[config.mk]
export PLATFORM = sky130hd
export DESIGN_NAME = interval_timer
export DESIGN_NICKNAME = d
export VERILOG_FILES = /design/src/rtl/interval_timer.sv
export SDC_FILE = /design/constraint.sdc
export NUM_CORES = 1
export LEC_CHECK = 0
export CORE_MARGIN = 2
export CORE_UTILIZATION = 45
export CTS_CLUSTER_SIZE = 14
export DETAILED_ROUTE_END_ITERATION = 10
export DONT_BUFFER_PORTS = 1
export GPL_TIMING_DRIVEN = 0
export PLACE_DENSITY = 0.6
export SETUP_SLACK_MARGIN = 0.05
export SYNTH_ARGS = -nofsm -noshare
export SYNTH_HDL_FRONTEND = slang
export SYNTH_SLANG_ARGS = --single-unit
[constraint.sdc]
create_clock -name clk -period 2.3 [get_ports clk]
set_input_delay 0.345 -clock clk [delete_from_list [all_inputs] [get_ports clk]]
set_output_delay 0.345 -clock clk [all_outputs]
set_load 0.01 [all_outputs]
[src/rtl/interval_timer.sv]
// interval_timer: memory-mapped programmable down-counting timer that
// drives one CP0 hardware interrupt line.
//
// Ports:
//   clk    system clock, rising edge active
//   reset  asynchronous, active-high reset
//   Addr   word offset in the timer window (0 CTRL, 1 PRESET, 2 COUNT, 3 reserved)
//   WE     register write enable from the bridge
//   Din    write data
//   Dout   read data, combinational from Addr
//   IRQ    interrupt request (IM & irq_flag), registered sources only
//
// Optional build macro TIMER_PRESCALE_EN: adds an 8-bit prescaler so COUNT
// decrements once every PRESCALE_DIV cycles spent in CNT (legal 1..256).
module interval_timer #(
   parameter int unsigned PRESCALE_DIV = 1
) (
   input  logic        clk,
   input  logic        reset,
   input  logic [1:0]  Addr,
   input  logic        WE,
   input  logic [31:0] Din,
   output logic [31:0] Dout,
   output logic        IRQ
);

   localparam int unsigned DATA_W = 32;
   localparam int unsigned CTRL_W = 4;

   typedef enum logic [1:0] {
      S_IDLE = 2'd0,
      S_LOAD = 2'd1,
      S_CNT  = 2'd2,
      S_INT  = 2'd3
   } state_t;

   // Reject out-of-range divider at elaboration.
   if (PRESCALE_DIV < 1 || PRESCALE_DIV > 256) begin : g_bad_div
      $error("interval_timer: PRESCALE_DIV must be in 1..256");
   end

   state_t              state;
   logic [CTRL_W-1:0]   ctrl;
   logic [DATA_W-1:0]   preset;
   logic [DATA_W-1:0]   count;
   logic                irq_flag;

   logic                en;
   logic [1:0]          mode;
   logic                im;
   logic                ctrl_we_c;
   logic                preset_we_c;
   logic                tick_c;

   assign en          = ctrl[0];
   assign mode        = ctrl[2:1];
   assign im          = ctrl[3];
   assign ctrl_we_c   = WE && (Addr == 2'd0);
   assign preset_we_c = WE && (Addr == 2'd1);

`ifdef TIMER_PRESCALE_EN
   localparam logic [7:0] PRESC_LAST = 8'(PRESCALE_DIV - 1);

   logic [7:0] presc;

   // Counts cycles spent counting; a tick fires on the last cycle of each divide window.
   assign tick_c = (presc == PRESC_LAST);

   always_ff @(posedge clk or posedge reset) begin
      if (reset) begin
         presc <= 8'd0;
      end else if (state == S_LOAD) begin
         presc <= 8'd0;
      end else if (state == S_CNT && en) begin
         presc <= tick_c ? 8'd0 : presc + 8'd1;
      end
   end
`else
   assign tick_c = 1'b1;
`endif

   // Timer FSM plus register file; software writes are applied last so they
   // override the FSM's EN clear and irq_flag set in the same cycle.
   always_ff @(posedge clk or posedge reset) begin
      if (reset) begin
         state    <= S_IDLE;
         ctrl     <= '0;
         preset   <= '0;
         count    <= '0;
         irq_flag <= 1'b0;
      end else begin
         case (state)
            S_IDLE: begin
               if (en) state <= S_LOAD;
            end
            S_LOAD: begin
               count <= preset;
               state <= S_CNT;
            end
            S_CNT: begin
               if (!en) begin
                  state <= S_IDLE;
               end else if (tick_c) begin
                  // COUNT of 0 or 1 both terminate, so PRESET=0 acts as PRESET=1.
                  if (count > DATA_W'(1)) begin
                     count <= count - DATA_W'(1);
                  end else begin
                     count    <= '0;
                     irq_flag <= 1'b1;
                     state    <= S_INT;
                  end
               end
            end
            S_INT: begin
               if (mode == 2'd1) begin
                  irq_flag <= 1'b0;
                  state    <= S_LOAD;
               end else begin
                  ctrl[0] <= 1'b0;
                  state   <= S_IDLE;
               end
            end
            default: state <= S_IDLE;
         endcase

         if (ctrl_we_c)   ctrl   <= Din[CTRL_W-1:0];
         if (preset_we_c) preset <= Din;
         if (ctrl_we_c || preset_we_c) irq_flag <= 1'b0;
      end
   end

   // Read mux; all sources are registers, so Dout is 0 while reset is held.
   always_comb begin
      Dout = '0;
      case (Addr)
         2'd0:    Dout = {{(DATA_W-CTRL_W){1'b0}}, ctrl};
         2'd1:    Dout = preset;
         2'd2:    Dout = count;
         default: Dout = '0;
      endcase
   end

   assign IRQ = im & irq_flag;

endmodule

==> qor.csv <==
metric,value,unit
rsz0062_at_grt,true,
ios,70,
gp_congestion,0.896,
synth_common_cells,"dfrtp_1 (71), a22o_1 (42), nand2_1 (37)",
ff2ff_path_depth,8,
path_depth,8,
drc,0,
vias,3796,
avgSynthCellArea,10.1,µm²
vdd_ir_drop_max,435,µV
fin_cells,567,
end_kind,flip-flop,
cts-root-buf,clkbuf_8,
critPathKind,flip-flop to flip-flop,
drive_above_1_share,37.5,%
synth-edff-count,0,
dp_worst_setup_slack,-0.334,ns
p_per_area,1240,mW/mm²
cpPeakStageDelay,0.45,ns
ff2ff_setup_slack,-0.04,ns
port-buffer-count,0,
initial_core_util,46.6,%
cts.sinks,71,
antenna_left,0,
timing.final.ws_setup,-0.0426,ns
synth_area_leaders,"dfrtp_1 (44%), mux2_2 (9.7%), a22o_1 (9.1%)",
startpoint,count[18],
place_inst,511,
grt_antenna_before_repair,0,
grt_max_degree,48,
tightest_slew,0.716,ns
cp_slowest_cell,dfrtp_1,
netlist_instances,402,
async_reset_ff_share,100,%
holdWs,0.122,ns
area_delta_synth_final,27.3,%
ys_seq_area_share,43.7,%
path_clk_slew,0.08,ns
core,0.00872,mm²
placed_area,0.00423,mm²
finalHoldViolations,0,
start_kind,flip-flop,
slew-limit-headroom,52.3,%
wl_per_cell,23.4,µm
dpl.hpwl,8.19,mm
die_area,0.00980,mm²
fp.dieH,99,µm
max_freq,0.427,GHz
cts_buffer_depth,2,
insertedDiodeCount,0,
routed_wl,13.3,mm
min_period,2.34,ns
finalCritPeriodShare,102,%
track_usage,26.3,%
row_count,34,
cts_tree,done,
arrival,2.58,ns
r2r_end,count[22],
syn_nets,441,
clock_skew,0.0122,ns
power.leakage,2.07,nW
grt_pass1_vias,3528,
synth_area,0.00406,mm²
drt-vias-per-instance,6.69,
worst-path-max-fanout,5,
synth_top_area_share,43.7,%
violations,setup timing,
final_area,0.00517,mm²
path_delay_family,simple AND/OR/NAND/NOR gates,
path_buf_inv,2,
clock_latency,0.35,ns
nets,493,
gr-total-overflow,0,
maxCapViolations,0,
die_x,99,µm
cp.required,2.54,ns
synth_top_area_cell,dfrtp_1,
grt_pass1_wl,19.8,mm
crit_path_cell_trace,or3_4 > nor4_4 > nand3b_1 > o21ai_4 > buf_6 > buf_12 > o31ai_4 > a22o_1,
yosysWarnings,0,
synth-main-ff-cell,dfrtp_1,
min-delay-start,Din[0],
synth_cell_types,55,
status,finished with violations,
drtPass1Iterations,6,
drtIter0Drc,356,
crit_end,count[22],
timing.rr.start,count[18],
setup_violations,11,
cts_made_buffers,9,
hold_class,input port to flip-flop,
cts.htree.levels,3,
synth_seq_cells,71,
final_max_slew_viol_count,0,
yosysMostFrequentCell,dfrtp_1,
totalPowerFinal,0.00641,W
==> layout make-up <==
class	count	area, µm²
Buffer	28	199
Clock buffer	12	145
Clock inverter	4	45.0
Fill cell	728	3550
Inverter	9	42.5
Multi-Input combinational cell	292	2390
Sequential cell	71	1780
Tap cell	108	135
Timing Repair Buffer	43	428
==> worst min-delay path by stage <==
stage	end	slack [ns]	depth (start not counted)
4_1_cts	ctrl[0]	0.11	2
6_report	ctrl[0]	0.12	2
5_1_grt	preset[4]	0.12	1
3_3_place_gp	ctrl[0]	0.47	2
3_5_place_dp	preset[11]	0.21	1
2_1_floorplan	ctrl[0]	0.46	2
==> worst register-to-register path: stages, from the launching register on <==
cell and delay, ns:
dfrtp_1 0.45, or3_4 0.37, nor4_4 0.20, nand3b_1 0.29, o21ai_4 0.33, buf_6 0.16, buf_12 0.13, o31ai_4 0.06
a22o_1 0.23
==> state kept, by name (all words and copies together), names as in the netlist <==
signal / count
count: 32
ctrl: 4
irq_flag: 1
preset: 32
state: 2
==> per-stage QoR <==
stage / setup TNS, ns / util (%)
2_1_floorplan: 0 / -
3_3_place_gp: -60.18 / 48.1
3_5_place_dp: -10.90 / 48.5
4_1_cts: -0.219 / 55.2
5_1_grt: -2.17 / 59.3
6_report: -0.229 / 59.3
==> placed cells by master (no fill, tap or decap), drive strengths merged, types with 2 or more instances in the layout <==
cell type  netlist  layout
nor4             4       4
nand2           37      37
a22o            42      42
mux2            35      35
o21ai           34      34
clkbuf          18      31
or2              2       2
o41ai            8       8
and2             3       3
a21boi           2       2
nor3            17      17
nand2b           4       4
o2111ai          2       2
or4b             2       2
dfrtp           71      71
o2bb2ai          7       7
nand4            3       3
clkinv           1       3
o21a             3       3
a22oi            6       6
inv              8       8
o22ai            4       4
a32oi            3       3
mux2i            4       4
nand3b           3       3
or3              6       6
nor2            17      17
o221ai           4       4
buf             12      51
nand3           10      10
o311ai           3       3
ha               2       2
a21oi            6       6
nor2b            6       6
o31ai            6       6
==> power by group <==
part / switching (W) / total, W / internal (W)
Sequential: 0.000565 / 0.00224 / 0.00167
Clock: 0.000485 / 0.00101 / 0.000527
Combinational: 0.00172 / 0.00316 / 0.00145
==> cell families (layout without fill, tap and decap cells) <==
family	count (synthesis)	count (layout)	synth area share (%)
buf+inv	39	96	4.44
compound gates	134	134	24.8
flops	71	71	43.7
simple gates	117	117	15.7
mux	39	39	10.7
fa+ha+maj	2	2	0.616
==> routing by layer <==
| metal | global-route usage [%] | up-vias | wire length (µm) |
|---|---|---|---|
| met5 | 0 | - | 0 |
| met4 | 9.38 | 0 | 376 |
| met3 | 6.24 | 41 | 1100 |
| met2 | 40.1 | 240 | 6180 |
| met1 | 36.8 | 1870 | 5630 |
| li1 | - | 1645 | - |
==> timing repair <==
item	in CTS	in global routing
buffers inserted	24	13
hold buffers	1	0
endpoints found under the setup margin	53	64
pin swaps	23	39
cloned	3	2
resized for setup	46	68
endpoints found under the hold margin	24	0
Note: power is estimated with default switching activity, not from simulation.
